==> src/rtl/prefix_merge_pkg.sv <==
// Shared definitions for the prefix merge stage that sits behind the
// instruction decoder: opcode values, micro-op kind encoding, the pending-
// prefix FSM encoding, the registered micro-op record and the immediate
// sign-extension helper.
package prefix_merge_pkg;

  localparam int IMM_W   = 32;
  localparam int TA_W    = 6;
  localparam int IMMLO_W = 6;
  localparam int IMMHI_W = IMM_W - IMMLO_W;  // width carried by an I-prefix
  localparam int NTGT    = 4;

  // Decoder opcodes
  localparam logic [2:0] OP_ALU   = 3'b000;  // D-format ALU
  localparam logic [2:0] OP_LOAD  = 3'b001;  // D-format load
  localparam logic [2:0] OP_STORE = 3'b010;  // W-format store (one target)
  localparam logic [2:0] OP_TPFX  = 3'b011;  // target prefix (ta3/ta4)
  localparam logic [2:0] OP_IPFX  = 3'b100;  // immediate prefix (immhi)
  localparam logic [2:0] OP_FRAG  = 3'b101;  // fragment marker

  typedef enum logic [1:0] {
    KIND_ALU   = 2'd0,
    KIND_LOAD  = 2'd1,
    KIND_STORE = 2'd2,
    KIND_FRAG  = 2'd3
  } kind_t;

  // Which prefixes are currently held waiting for an instruction
  typedef enum logic [1:0] {
    ST_IDLE = 2'd0,
    ST_T    = 2'd1,
    ST_I    = 2'd2,
    ST_TI   = 2'd3
  } state_t;

  typedef struct packed {
    kind_t                 kind;
    logic [3:0]            funct;
    logic                  immab;
    logic [IMM_W-1:0]      imm;
    logic [9:0]            offset;
    logic [NTGT*TA_W-1:0]  ta;      // {ta4,ta3,ta2,ta1}
    logic [2*NTGT-1:0]     tt;      // {tt4,tt3,tt2,tt1}
    logic [2:0]            ntgt;
    logic [5:0]            nalloc;
    logic                  endf;
  } uop_t;

  function automatic logic [IMM_W-1:0] sext_immlo(input logic [IMMLO_W-1:0] lo);
    return {{IMMHI_W{lo[IMMLO_W-1]}}, lo};
  endfunction

endpackage

==> src/rtl/prefix_merge_if.sv <==
// Decoder-to-merge-to-backend bundle.
//   Input side : in_valid/in_ready handshake plus the decoder field bundle
//                (op, funct, nalloc, endF, immab, immlo, immhi, offset,
//                ta1..ta4, tt1..tt4).
//   Output side: out_valid/out_ready handshake plus the fused micro-op
//                (out_kind, out_funct, out_immab, out_imm, out_offset,
//                out_ta, out_tt, out_ntgt, out_nalloc, out_endF) and err.
// slave  : the merge stage itself.
// master : the surrounding environment (decoder + backend).
interface prefix_merge_if;
  import prefix_merge_pkg::*;

  logic                 in_valid;
  logic                 in_ready;
  logic [2:0]           op;
  logic [3:0]           funct;
  logic [5:0]           nalloc;
  logic                 endF;
  logic                 immab;
  logic [IMMLO_W-1:0]   immlo;
  logic [IMMHI_W-1:0]   immhi;
  logic [9:0]           offset;
  logic [TA_W-1:0]      ta1, ta2, ta3, ta4;
  logic [1:0]           tt1, tt2, tt3, tt4;

  logic                 out_valid;
  logic                 out_ready;
  logic [1:0]           out_kind;
  logic [3:0]           out_funct;
  logic                 out_immab;
  logic [IMM_W-1:0]     out_imm;
  logic [9:0]           out_offset;
  logic [NTGT*TA_W-1:0] out_ta;
  logic [2*NTGT-1:0]    out_tt;
  logic [2:0]           out_ntgt;
  logic [5:0]           out_nalloc;
  logic                 out_endF;
  logic                 err;

  modport slave (
    input  in_valid, op, funct, nalloc, endF, immab, immlo, immhi, offset,
           ta1, ta2, ta3, ta4, tt1, tt2, tt3, tt4, out_ready,
    output in_ready, out_valid, out_kind, out_funct, out_immab, out_imm,
           out_offset, out_ta, out_tt, out_ntgt, out_nalloc, out_endF, err
  );

  modport master (
    output in_valid, op, funct, nalloc, endF, immab, immlo, immhi, offset,
           ta1, ta2, ta3, ta4, tt1, tt2, tt3, tt4, out_ready,
    input  in_ready, out_valid, out_kind, out_funct, out_immab, out_imm,
           out_offset, out_ta, out_tt, out_ntgt, out_nalloc, out_endF, err
  );

endinterface

==> src/rtl/prefix_merge.sv <==
// Prefix merge stage. Absorbs T-prefix (extra targets) and I-prefix (upper
// immediate) words from the decoder and fuses them into the next ALU/LOAD/
// STORE instruction, producing one registered micro-op. Fragment markers
// pass through as FRAG records; invalid opcodes and duplicate or orphaned
// prefixes raise a one-cycle err pulse.
//
// Ports:
//   clk  clock
//   rst  synchronous, active-high reset
//   bus  prefix_merge_if.slave (decoder bundle in, micro-op out, err)
//
// state   | meaning
// --------+-------------------------------------------
// ST_IDLE | no prefix pending
// ST_T    | T-prefix pending (ta3/tt3, ta4/tt4 saved)
// ST_I    | I-prefix pending (immhi saved)
// ST_TI   | both prefixes pending
module prefix_merge
  import prefix_merge_pkg::*;
(
  input  logic          clk,
  input  logic          rst,
  prefix_merge_if.slave bus
);

  state_t state_q, state_d;

  logic               t_pend, i_pend;
  logic [TA_W-1:0]    pfx_ta3_q, pfx_ta4_q;
  logic [1:0]         pfx_tt3_q, pfx_tt4_q;
  logic [IMMHI_W-1:0] pfx_immhi_q;

  logic out_valid_q;
  uop_t uop_q, uop_d;
  logic err_q, err_d;

  logic in_ready;
  logic accept;
  logic load_t, load_i, load_out, clr_pfx;

  // One-entry output register: a new bundle may be taken whenever the slot
  // is empty or is being drained this very cycle.
  assign in_ready = !out_valid_q || bus.out_ready;
  assign accept   = bus.in_valid && in_ready;

  assign t_pend = (state_q == ST_T) || (state_q == ST_TI);
  assign i_pend = (state_q == ST_I) || (state_q == ST_TI);

  // ---------------------------------------------------------------- state reg
  always_ff @(posedge clk) begin
    if (rst) state_q <= ST_IDLE;
    else     state_q <= state_d;
  end

  // --------------------------------------------------------------- next state
  always_comb begin
    state_d = state_q;
    if (accept) begin
      unique case (bus.op)
        OP_TPFX: state_d = i_pend ? ST_TI : ST_T;
        OP_IPFX: state_d = t_pend ? ST_TI : ST_I;
        default: state_d = ST_IDLE;  // instruction, fragment or invalid op
      endcase
    end
  end

  // ------------------------------------------------------------------ outputs
  always_comb begin
    err_d    = 1'b0;
    load_t   = 1'b0;
    load_i   = 1'b0;
    load_out = 1'b0;
    clr_pfx  = 1'b0;
    uop_d    = '0;
    if (accept) begin
      unique case (bus.op)
        OP_TPFX: begin
          load_t = 1'b1;
          err_d  = t_pend;   // newer prefix overwrites the older one
        end
        OP_IPFX: begin
          load_i = 1'b1;
          err_d  = i_pend;
        end
        OP_ALU, OP_LOAD, OP_STORE: begin
          load_out    = 1'b1;
          clr_pfx     = 1'b1;
          uop_d.kind  = (bus.op == OP_ALU)  ? KIND_ALU  :
                        (bus.op == OP_LOAD) ? KIND_LOAD : KIND_STORE;
          uop_d.funct = bus.funct;
          uop_d.immab = bus.immab;
          uop_d.imm   = i_pend ? {pfx_immhi_q, bus.immlo} : sext_immlo(bus.immlo);
          uop_d.ta[TA_W-1:0] = bus.ta1;
          uop_d.tt[1:0]      = bus.tt1;
          uop_d.ntgt         = 3'd1;
          // W-format stores carry a single target; slot 2 stays zero
          if (bus.op != OP_STORE) begin
            uop_d.ta[2*TA_W-1:TA_W] = bus.ta2;
            uop_d.tt[3:2]           = bus.tt2;
            uop_d.ntgt              = 3'd2;
          end
          if (t_pend) begin
            uop_d.ta[4*TA_W-1:2*TA_W] = {pfx_ta4_q, pfx_ta3_q};
            uop_d.tt[7:4]             = {pfx_tt4_q, pfx_tt3_q};
            uop_d.ntgt                = uop_d.ntgt + 3'd2;
          end
          if (bus.op == OP_STORE) uop_d.offset = bus.offset;
        end
        OP_FRAG: begin
          load_out     = 1'b1;
          clr_pfx      = 1'b1;
          err_d        = t_pend || i_pend;  // prefix cannot cross a fragment
          uop_d.kind   = KIND_FRAG;
          uop_d.nalloc = bus.nalloc;
          uop_d.endf   = bus.endF;
        end
        default: begin
          clr_pfx = 1'b1;
          err_d   = 1'b1;
        end
      endcase
    end
  end

  // --------------------------------------------------------- prefix registers
  always_ff @(posedge clk) begin
    if (rst || clr_pfx) begin
      pfx_ta3_q   <= '0;
      pfx_ta4_q   <= '0;
      pfx_tt3_q   <= '0;
      pfx_tt4_q   <= '0;
      pfx_immhi_q <= '0;
    end else begin
      if (load_t) begin
        pfx_ta3_q <= bus.ta3;
        pfx_ta4_q <= bus.ta4;
        pfx_tt3_q <= bus.tt3;
        pfx_tt4_q <= bus.tt4;
      end
      if (load_i) pfx_immhi_q <= bus.immhi;
    end
  end

  // ---------------------------------------------------------- output register
  always_ff @(posedge clk) begin
    if (rst) begin
      out_valid_q <= 1'b0;
      uop_q       <= '0;
    end else if (load_out) begin
      out_valid_q <= 1'b1;
      uop_q       <= uop_d;
    end else if (out_valid_q && bus.out_ready) begin
      out_valid_q <= 1'b0;
    end
  end

  always_ff @(posedge clk) begin
    if (rst) err_q <= 1'b0;
    else     err_q <= err_d;
  end

  assign bus.in_ready   = in_ready;
  assign bus.out_valid  = out_valid_q;
  assign bus.out_kind   = uop_q.kind;
  assign bus.out_funct  = uop_q.funct;
  assign bus.out_immab  = uop_q.immab;
  assign bus.out_imm    = uop_q.imm;
  assign bus.out_offset = uop_q.offset;
  assign bus.out_ta     = uop_q.ta;
  assign bus.out_tt     = uop_q.tt;
  assign bus.out_ntgt   = uop_q.ntgt;
  assign bus.out_nalloc = uop_q.nalloc;
  assign bus.out_endF   = uop_q.endf;
  assign bus.err        = err_q;

endmodule
==> src/flat_wrapper.sv <==
// flat-port wrapper written by rule: the top's interface ports become plain ports
module prefix_merge_flat import prefix_merge_pkg::*;
  (clk, rst, bus_in_valid, bus_op, bus_funct, bus_nalloc, bus_endF, bus_immab, bus_immlo, bus_immhi, bus_offset, bus_ta1, bus_ta2, bus_ta3, bus_ta4, bus_tt1, bus_tt2, bus_tt3, bus_tt4, bus_out_ready, bus_in_ready, bus_out_valid, bus_out_kind, bus_out_funct, bus_out_immab, bus_out_imm, bus_out_offset, bus_out_ta, bus_out_tt, bus_out_ntgt, bus_out_nalloc, bus_out_endF, bus_err);
  prefix_merge_if bus_i ();
  input  logic clk;
  input  logic rst;
  input wire logic [$bits(bus_i.in_valid)-1:0] bus_in_valid;
  input wire logic [$bits(bus_i.op)-1:0] bus_op;
  input wire logic [$bits(bus_i.funct)-1:0] bus_funct;
  input wire logic [$bits(bus_i.nalloc)-1:0] bus_nalloc;
  input wire logic [$bits(bus_i.endF)-1:0] bus_endF;
  input wire logic [$bits(bus_i.immab)-1:0] bus_immab;
  input wire logic [$bits(bus_i.immlo)-1:0] bus_immlo;
  input wire logic [$bits(bus_i.immhi)-1:0] bus_immhi;
  input wire logic [$bits(bus_i.offset)-1:0] bus_offset;
  input wire logic [$bits(bus_i.ta1)-1:0] bus_ta1;
  input wire logic [$bits(bus_i.ta2)-1:0] bus_ta2;
  input wire logic [$bits(bus_i.ta3)-1:0] bus_ta3;
  input wire logic [$bits(bus_i.ta4)-1:0] bus_ta4;
  input wire logic [$bits(bus_i.tt1)-1:0] bus_tt1;
  input wire logic [$bits(bus_i.tt2)-1:0] bus_tt2;
  input wire logic [$bits(bus_i.tt3)-1:0] bus_tt3;
  input wire logic [$bits(bus_i.tt4)-1:0] bus_tt4;
  input wire logic [$bits(bus_i.out_ready)-1:0] bus_out_ready;
  output wire logic [$bits(bus_i.in_ready)-1:0] bus_in_ready;
  output wire logic [$bits(bus_i.out_valid)-1:0] bus_out_valid;
  output wire logic [$bits(bus_i.out_kind)-1:0] bus_out_kind;
  output wire logic [$bits(bus_i.out_funct)-1:0] bus_out_funct;
  output wire logic [$bits(bus_i.out_immab)-1:0] bus_out_immab;
  output wire logic [$bits(bus_i.out_imm)-1:0] bus_out_imm;
  output wire logic [$bits(bus_i.out_offset)-1:0] bus_out_offset;
  output wire logic [$bits(bus_i.out_ta)-1:0] bus_out_ta;
  output wire logic [$bits(bus_i.out_tt)-1:0] bus_out_tt;
  output wire logic [$bits(bus_i.out_ntgt)-1:0] bus_out_ntgt;
  output wire logic [$bits(bus_i.out_nalloc)-1:0] bus_out_nalloc;
  output wire logic [$bits(bus_i.out_endF)-1:0] bus_out_endF;
  output wire logic [$bits(bus_i.err)-1:0] bus_err;
  assign bus_i.in_valid = bus_in_valid;
  assign bus_i.op = bus_op;
  assign bus_i.funct = bus_funct;
  assign bus_i.nalloc = bus_nalloc;
  assign bus_i.endF = bus_endF;
  assign bus_i.immab = bus_immab;
  assign bus_i.immlo = bus_immlo;
  assign bus_i.immhi = bus_immhi;
  assign bus_i.offset = bus_offset;
  assign bus_i.ta1 = bus_ta1;
  assign bus_i.ta2 = bus_ta2;
  assign bus_i.ta3 = bus_ta3;
  assign bus_i.ta4 = bus_ta4;
  assign bus_i.tt1 = bus_tt1;
  assign bus_i.tt2 = bus_tt2;
  assign bus_i.tt3 = bus_tt3;
  assign bus_i.tt4 = bus_tt4;
  assign bus_i.out_ready = bus_out_ready;
  assign bus_in_ready = bus_i.in_ready;
  assign bus_out_valid = bus_i.out_valid;
  assign bus_out_kind = bus_i.out_kind;
  assign bus_out_funct = bus_i.out_funct;
  assign bus_out_immab = bus_i.out_immab;
  assign bus_out_imm = bus_i.out_imm;
  assign bus_out_offset = bus_i.out_offset;
  assign bus_out_ta = bus_i.out_ta;
  assign bus_out_tt = bus_i.out_tt;
  assign bus_out_ntgt = bus_i.out_ntgt;
  assign bus_out_nalloc = bus_i.out_nalloc;
  assign bus_out_endF = bus_i.out_endF;
  assign bus_err = bus_i.err;
  prefix_merge u_core (.clk(clk), .rst(rst), .bus(bus_i));
endmodule
==> config.mk <==
export PLATFORM = sky130hd
export DESIGN_NAME = prefix_merge_flat
export DESIGN_NICKNAME = d
export VERILOG_FILES = /design/src/rtl/prefix_merge_pkg.sv /design/src/rtl/prefix_merge_if.sv /design/src/rtl/prefix_merge.sv /design/src/flat_wrapper.sv
export SDC_FILE = /design/constraint.sdc
export NUM_CORES = 1
export LEC_CHECK = 0
export CORE_UTILIZATION = 38
export CTS_CLUSTER_SIZE = 12
export DETAILED_ROUTE_END_ITERATION = 8
export DONT_BUFFER_PORTS = 1
export GPL_ROUTABILITY_DRIVEN = 0
export SETUP_SLACK_MARGIN = 0.2
export SYNTH_ARGS = -nofsm -noshare
export SYNTH_HDL_FRONTEND = slang
export SYNTH_SLANG_ARGS = --single-unit
==> constraint.sdc <==
create_clock -name clk -period 3.25 [get_ports clk]
set_input_delay 0.65 -clock clk [delete_from_list [all_inputs] [get_ports clk]]
set_output_delay 0.65 -clock clk [all_outputs]
set_load 0.005 [all_outputs]
# Word-level counts from Yosys, hierarchy flattened
# Index checks and enable logic that the tools add are counted.
# word_totals
register_bits	137
in_bits	93
# op_classes
reduce_logical	14
n_mux	30
add_sub_neg	1
eq_ne	9
bitwise_logic	1
# ops
op	n
$mux W91	1
$mux W82	1
$mux W32	1
$mux W12	1
$mux W1	11
$mux W10	1
$mux W2	5
$mux W3	3
$pmux W2 S2	2
$mux W7	1
$eq A3 B2 Y1 const B	2
$eq A3 B3 Y1 const B	2
$mux W6	1
$logic_or A1 B1 Y1	5
$eq A2 B2 Y1 const B	2
$mux W4	1
$pmux W1 S4	1
$reduce_or A2 Y1	2
$reduce_or A4 Y1	1
$add A3 B2 Y3 const B	1
$eq A3 B1 Y1 const B	1
$logic_not A3 Y1	1
$ne A3 B2 Y1 const B	1
$reduce_or A3 Y1	1
5 further kinds	6

# Logic depth before layout (Yosys ltp)
# Gate-level depths: netlist of the first run.
# depth
depth_word	8
ltp_mapped	8
mapped_depth_nobuf	5

# Worst setup path before layout of the first run
# OpenSTA, ideal clock, no wires.
# synth_path
path_kind	input to register
start	input port bus_op[1]
end	register u_core.uop_q, in the netlist u_core.bus.out_ntgt[1]
stages	7
path_buffers	2
arrival_time_ns	1.911
required_ns	3.180
setup_slack_ns	1.269
path_cell_list	buf_2 nor3b_1 clkbuf_1 inv_1 ha_1 nand3_1 a21oi_1
# synth_between
elab_chain_len	8
# synth_rtl
element	line	text
start: declaration	flat_wrapper.sv:8	input wire logic [$bits(bus_i.op)-1:0] bus_op;
$ne A3 B2 Y1	prefix_merge.sv:97	if (bus.op != OP_STORE) begin
$mux W2	prefix_merge.sv:97	
$mux W3	prefix_merge.sv:76	unique case (bus.op)
$mux W3	prefix_merge.sv:75	if (accept) begin
$add A3 B2 Y3	prefix_merge.sv:105	uop_d.ntgt = uop_d.ntgt + 3'd2;
$mux W3	prefix_merge.sv:102	if (t_pend) begin
$mux W82	prefix_merge.sv:76	
$mux W91	prefix_merge.sv:75	
end signal: assignment	prefix_merge.sv:151	uop_q <= uop_d;
end: declaration	prefix_merge.sv:34	uop_t uop_q, uop_d;
# Parallel ways exist; a longest one is shown, timed or not. The select of a mux whose other input is x is not followed.
# A chain may end at the register's enable or synchronous reset.

# Worst setup path in the final report of the first run
# layout_path
start	register u_core.out_valid_q (netlist: u_core.bus.out_valid)
end	register u_core.pfx_immhi_q[10]
# layout_between
elab_chain_len	5
# layout_rtl
element	line	text
start: declaration	prefix_merge.sv:33	logic out_valid_q;
start signal: assignment	prefix_merge.sv:147	out_valid_q <= 1'b0;
start signal: assignment	prefix_merge.sv:150	out_valid_q <= 1'b1;
start signal: assignment	prefix_merge.sv:153	out_valid_q <= 1'b0;
$logic_not A1 Y1 (*)	prefix_merge.sv:43	assign in_ready = !out_valid_q || bus.out_ready;
$logic_or A1 B1 Y1 (*)	prefix_merge.sv:43	
via bus_in_ready	flat_wrapper.sv:25	output wire logic [$bits(bus_i.in_ready)-1:0] bus_in_ready;
$logic_and A1 B1 Y1 (*)	prefix_merge.sv:44	assign accept = bus.in_valid && in_ready;
$mux W1	prefix_merge.sv:75	
$logic_or A1 B1 Y1	prefix_merge.sv:127	if (rst || clr_pfx) begin
end signal: assignment	prefix_merge.sv:140	if (load_i) pfx_immhi_q <= bus.immhi;
end: declaration	prefix_merge.sv:31	logic [IMMHI_W-1:0] pfx_immhi_q;
# Mark *: on every way through the listed nets, which the timed path passes. The rest lies on a longest branch.

==> summary.md, run 1 <==
| Metric | Value |
|---|---|
| ANT nets after route | `0` |
| Vias in the first global route | `4,144` |
| Largest net degree at the start of global routing | `97` |
| Simple-gate portion of the synthesized area | `0.237` |
| Fin crit share | `0.663` |
| Setup Skew | `0.0155 ns` |
| EDFF count, synth | `0` |
| Pwr Density | `632 nW/µm²` |
| Htree depth | `4` |
| Tmin final | `2.15 ns` |
| Final WL | `13.7 mm` |
| Run status | `finished clean` |
| Global route overflow | `0` |
| IO Port Bufs | `0` |
| Standard-cell rows | `42` |
| Clk slew on worst S/H paths | `0.05 ns` |
| Worst-case clock buffer depth | `2` |
| # setup viols final | `0` |
| Synth Area in XOR/XNOR | `0` |
| Core footprint | `13,300 µm²` |
| Total number of vias | `4,336` |
| Hold Crit Class | `in2reg` |
| DP Area | `5270 µm²` |
| Peak fanout along the critical path | `28` |
| DRC | `0` |
| Largest family of logic cells by synthesized area | `simple AND/OR/NAND/NOR gates` |
| Reg-to-reg slack, setup | `1.10 ns` |
| Clk Latency, worst-skew pair | `0.41 ns` |
| RSZ-0062 raised after global routing | `no` |
| Worst-margin pin slew | `0.990 ns` |
| WP buf/inv | `2` |
| Final hold vios | `0` |
| Die span in y | `119 µm` |
| Max-capacitance violation count | `0` |
| Fmax | `464 MHz` |
| Critical path class | `reg2reg` |
| Setup bufs post-CTS | `0` |
| Initial antenna violation count | `0` |
| CP endpoint kind | `flop` |
| Fin. max-slew vios | `0` |
| Clk sink count | `137` |
| Primary FF master, synth | `dfxtp_1` |
| Drt wl/cell | `16.7 µm` |
| Hpwl dp | `8.99 mm` |
| CTS buffer count | `17` |
| First drt pass iteration count | `5` |
| Cts hold-fix bufs | `0` |
| CP Launch Type | `flop` |
| Die W | `119 µm` |
| FFs w/ async S/R, synth | `0` |
| Adder-cell share of the synthesized area | `0.00239` |
| CP Cell Sequence | `nor2b_2, inv_2, nand2_1, o31ai_4, buf_4, a21oi_1` |
| Seq cells post-synth | `137` |
| Setup TNS | `0 ns` |
| Post-synthesis compound-gate area fraction | `0.153` |
| Vias per std cell | `5.29` |
| Synth cell types | `30` |
| Seq/Total Area, Yosys | `0.523` |
| CP top delay family | `compound AO/OA/AOI/OAI gates` |
| Final instance area | `5820 µm²` |
| Synth Net Count | `760` |
| Slowest-stage cell, CP | `o31ai_4` |
| Final worst slack | `1.10 ns` |
| Nets | `727` |
| Antenna diodes | `0` |
| Root Buffer | `clkbuf_16` |
| Critical Path RT | `3.53 ns` |
| First-pass GRT wire length | `21.1 mm` |
| Mux contribution to synthesized area | `0.0305` |
| Critical path's largest stage delay | `0.63 ns` |
| Final Instance Count excl. Fillers | `820` |
| Top-level I/O count | `187` |
| Post-CTS resize count | `0` |
| Static leakage power | `1.96 nW` |
| First DRT Iteration DRCs | `223` |
| Slew headroom | `0.340` |
| Mapped Area | `5250 µm²` |
| Cells after synthesis | `666` |
| Post-Place Worst Slack | `0.924 ns` |
| Placed Cells | `790` |
| GRT Total Usage | `0.192` |
| Initial Util | `0.393` |
| Synthesized area per cell | `7.88 µm²` |
| Synth warn | `0` |
| Layout cells sized above 1 | `0.0699` |
| TritonCTS clock tree | `yes` |
| Die area | `14,300 µm²` |
| Synth-to-Final Area Change | `11.0%` |
| Worst vdd ir | `0.000354 V` |
| Endpoint arrival time on the critical path | `2.44 ns` |
[layout by cell type, fill, tap and decap left out, types with 2 or more instances in the layout]
cell type | netlist | final
nand2_1 | 196 | 196
a21oi_1 | 145 | 145
dfxtp_1 | 137 | 137
nand3_1 | 64 | 64
nor2_1 | 18 | 18
clkbuf_16 | 0 | 17
mux2i_1 | 16 | 16
buf_4 | 6 | 8
o21ai_0 | 7 | 7
clkinvlp_4 | 0 | 4
clkbuf_8 | 0 | 3
clkbuf_1 | 35 | 3
nor3b_2 | 1 | 2
inv_1 | 2 | 2
nand2b_1 | 2 | 2
and3b_1 | 2 | 2
clkinv_2 | 0 | 2
[synthesized netlist by cell type (2+ instances only)]
library cell | instances | area, µm²
clkbuf_1 | 35 | 131
nand2_1 | 196 | 736
mux2i_1 | 16 | 160
inv_1 | 2 | 7.51
nand2b_1 | 2 | 12.5
buf_1 | 2 | 7.51
nor3b_1 | 2 | 15.0
nor2_1 | 18 | 67.6
and3b_1 | 2 | 17.5
buf_2 | 17 | 85.1
buf_4 | 6 | 45.0
a21oi_1 | 145 | 726
dfxtp_1 | 137 | 2740
o21ai_0 | 7 | 35.0
nand3_1 | 64 | 320
[metal layers]
layer | routed length [µm] | up-vias | global-route usage
met3 | 1160 | 10 | 0.0771
met4 | 195 | 0 | 0.0742
met2 | 6560 | 165 | 0.313
li1 | - | 2149 | -
met1 | 5770 | 2012 | 0.226
met5 | 0 | - | 0
[per-stage QoR]
stage	util	total power (W)	hold slack [ns]
after global placement	0.395	0.00195	0.443
after detailed placement	0.395	0.00195	0.447
after floorplan	-	0.00193	0.436
final	0.436	0.00368	0.314
after CTS	0.436	0.00374	0.290
after global routing	0.436	0.00383	0.279
[final cells by class]
| class | instances | area [µm²] |
|---|---|---|
| Inverter | 3 | 11.3 |
| Fill cell | 1351 | 7530 |
| Sequential cell | 137 | 2740 |
| Timing Repair Buffer | 8 | 60.1 |
| Tap cell | 176 | 220 |
| Clock buffer | 23 | 478 |
| Multi-Input combinational cell | 466 | 2240 |
| Clock inverter | 7 | 70.1 |
[worst paths after layout]
check,startpoint,to,cells after the start
setup / recovery,u_core.bus.out_valid$_SDFFE_PP0P_,u_core.pfx_immhi_q[10]$_SDFFE_PP0P_,6
hold / removal,rst,u_core.bus.out_offset[8]$_SDFFE_PP0P_,1
setup reg to reg,u_core.bus.out_valid$_SDFFE_PP0P_,u_core.pfx_immhi_q[10]$_SDFFE_PP0P_,6
hold reg to reg,u_core.pfx_immhi_q[9]$_SDFFE_PP0P_,u_core.pfx_immhi_q[9]$_SDFFE_PP0P_,2
[kinds of logic (layout without fill, tap and decap cells)]
kind of cell,Yosys count,in the layout
AOI/OAI and AO/OA,157,157
adders and majority gates,1,1
buffers and inverters,63,41
DFF,137,137
muxes,16,16
and+or+nand+nor,292,292
[state kept, by name (all words and copies together) (netlist names)]
signal                 cells
u_core.bus.out_offset     10
u_core.bus.out_funct       4
u_core.state_q             2
u_core.pfx_tt4_q           2
u_core.pfx_ta4_q           6
u_core.pfx_tt3_q           2
u_core.bus.out_imm        32
u_core.bus.err             1
u_core.bus.out_immab       1
u_core.pfx_immhi_q        26
u_core.bus.out_ta         24
u_core.pfx_ta3_q           6
u_core.bus.out_valid       1
u_core.bus.out_ntgt        3
u_core.bus.out_tt          8
u_core.bus.out_kind        2
u_core.bus.out_endF        1
u_core.bus.out_nalloc      6
[power breakdown]
group / leakage (nW) / internal, W / switching (W)
clock: 0.257 / 0.00110 / 0.000664
sequential: 1.11 / 0.00171 / 0.0000248
combinational: 0.596 / 0.0000485 / 0.000131
No activity file was read; power rests on OpenSTA's default activity.
==> inputs of run 2 (changes only) <==
==> constraint.sdc (replaced) <==
create_clock -name clk -period 2.2 [get_ports clk]
set_input_delay 0.44 -clock clk [delete_from_list [all_inputs] [get_ports clk]]
set_output_delay 0.44 -clock clk [all_outputs]
set_load 0.005 [all_outputs]
==> run 2 against run 1 <==
Against the previous run:
- sequential power rose by 48%
- critical path depth did not move
- cell count rose by 0.85%
- global-route usage rose by 0.54 points
- fmax rose by 17%
- sequential share of layout area fell by 0.92 points
- wire length rose by 0.69%
- die area did not move
- via count rose by 1.0%
- hold slack got worse by 0.23 ns
- critical endpoint is now u_core.bus.out_offset[0]$_SDFFE_PP0P_
- highest routed layer unchanged
==> summary.md, run 2 (synthesis results as in run 1) <==
| Metric | Value |
|---|---|
| Total number of vias | `4,380` |
| Post-CTS resize count | `0` |
| Standard-cell rows | `42` |
| Fin. max-slew vios | `0` |
| Synth-to-Final Area Change | `13.2%` |
| # setup viols final | `0` |
| Final Instance Count excl. Fillers | `827` |
| TritonCTS clock tree | `yes` |
| Die area | `14,300 µm²` |
| Max-capacitance violation count | `0` |
| Vias per std cell | `5.30` |
| Most frequent cells in the layout | `nand2_1 (196), a21oi_1 (145), dfxtp_1 (137)` |
| Global route overflow | `0` |
| Top-level I/O count | `187` |
| Slew headroom | `0.442` |
| DRC | `0` |
| Initial Util | `0.393` |
| Critical Path Sink | `u_core.bus.out_offset[0]$_SDFFE_PP0P_` |
| CP endpoint kind | `flop` |
| Final instance area | `5940 µm²` |
| Clk sink count | `137` |
| Reg2Reg Depth | `6` |
| CP Cell Sequence | `nor2b_2, inv_2, and4_4, buf_4, nand3_1, a21oi_1` |
| Share of power burned in the clock network | `0.498` |
| Worst-margin pin slew | `0.837 ns` |
| Critical path's largest stage delay | `0.48 ns` |
| Tmin final | `1.84 ns` |
| Fmax | `543 MHz` |
| Die span in y | `119 µm` |
| Critical Path RT | `2.53 ns` |
| RSZ-0062 raised after global routing | `no` |
| First drt pass iteration count | `4` |
| Vias in the first global route | `4,299` |
| R2R Path Start | `u_core.bus.out_valid$_SDFFE_PP0P_` |
| Pwr Density | `956 nW/µm²` |
| Clk slew on worst S/H paths | `0.06 ns` |
| First-pass GRT wire length | `21.7 mm` |
| RR Endpoint | `u_core.bus.out_offset[0]$_SDFFE_PP0P_` |
| Worst-case clock buffer depth | `2` |
| Commonest non-fill, non-tap cell in the layout | `nand2_1` |
| Initial antenna violation count | `0` |
| Final WL | `13.8 mm` |
| Fin crit share | `0.837` |
| Slowest-stage cell, CP | `and4_4` |
| Hpwl dp | `9.14 mm` |
| DP Area | `5340 µm²` |
| Critical path class | `reg2reg` |
| Antenna diodes | `0` |
| Core footprint | `13,300 µm²` |
| Largest net degree at the start of global routing | `97` |
| Static leakage power | `2.02 nW` |
| Internal power | `0.00440 W` |
| Drt wl/cell | `16.7 µm` |
| ANT nets after route | `0` |
| Setup bufs post-CTS | `0` |
| Reg-to-reg slack, setup | `0.36 ns` |
| Peak fanout along the critical path | `25` |
| Cts hold-fix bufs | `0` |
| Switching share of power | `0.224` |
| Sequential share of power | `0.453` |
| Worst vdd ir | `0.000460 V` |
| CP Launch Type | `flop` |
| Run status | `finished clean` |
| Clk Latency, worst-skew pair | `0.42 ns` |
| Layout cells sized above 1 | `0.0829` |
| Critical path startpoint | `u_core.bus.out_valid$_SDFFE_PP0P_` |
| Setup TNS | `0 ns` |
| Setup Skew | `0.00844 ns` |
| CTS buffer count | `17` |
| Htree depth | `4` |
| Psw | `0.00127 W` |
| Root Buffer | `clkbuf_16` |
| Hold Crit Class | `in2reg` |
| First DRT Iteration DRCs | `187` |
| Final hold vios | `0` |
| GRT Total Usage | `0.198` |
| IO Port Bufs | `0` |
| Endpoint arrival time on the critical path | `2.17 ns` |
| Die W | `119 µm` |
| Placed Cells | `795` |
| Comb pwr share | `0.050` |
| Nets | `732` |
| Max reg flops | `32` |
-- run 2: per-layer routing --
metal	global-route usage	vias to the layer above	part of all wire	wire length (µm)
li1	-	2163	-	-
met1	0.219	2048	0.41	5670
met2	0.331	155	0.48	6600
met3	0.0857	14	0.093	1280
met4	0.0789	0	0.017	236
met5	0	-	0	0
-- run 2: power by group through the flow --
stage	combinational, W	sequential (W)	clock, W
floorplan	0.000248	0.00261	0
global placement	0.000276	0.00262	0
detailed placement	0.000286	0.00262	0
CTS	0.000288	0.00257	0.00289
global route	0.000318	0.00257	0.00300
finish	0.000282	0.00257	0.00282
-- run 2: how the worst min path moves through the flow --
| stage | to | cells after the start | start |
|---|---|---|---|
| final | u_core.bus.out_tt[7]$_SDFFE_PP0P_ | 1 | rst |
| after global placement | u_core.pfx_immhi_q[10]$_SDFFE_PP0P_ | 2 | u_core.pfx_immhi_q[10]$_SDFFE_PP0P_ |
| after detailed placement | u_core.pfx_immhi_q[10]$_SDFFE_PP0P_ | 2 | u_core.pfx_immhi_q[10]$_SDFFE_PP0P_ |
| after CTS | u_core.bus.out_ntgt[1]$_SDFFE_PP0P_ | 1 | rst |
| after global routing | u_core.bus.out_ntgt[1]$_SDFFE_PP0P_ | 1 | rst |
| after floorplan | u_core.pfx_immhi_q[0]$_SDFFE_PP0P_ | 2 | u_core.pfx_immhi_q[0]$_SDFFE_PP0P_ |
-- run 2: metrics by stage --
step | worst slack, ns | hold WS, ns | total power [W] | utilization
floorplan | 0.429 | 0.436 | 0.00286 | -
global placement | 0.469 | 0.444 | 0.00290 | 0.400
detailed placement | 0.379 | 0.447 | 0.00291 | 0.400
CTS | 0.360 | 0.0751 | 0.00575 | 0.445
global route | 0.254 | 0.0626 | 0.00590 | 0.445
finish | 0.359 | 0.0834 | 0.00568 | 0.445
-- run 2: final cells by class --
class | instances | area [µm²]
clock inverters | 10 | 118
flip-flops and latches | 137 | 2740
repair buffers | 13 | 123
clock buffers | 22 | 484
inverters | 3 | 11.3
multi-input cells | 466 | 2240
well taps | 176 | 220
fillers | 1321 | 7410
-- run 2: worst max-delay path: cells and delay by family (launching register included) --
| family | cells | cell delay (ns) |
|---|---|---|
| flops | 1 | 0.32 |
| simple gates | 3 | 0.78 |
| buf+inv | 2 | 0.46 |
| compound gates | 1 | 0.18 |
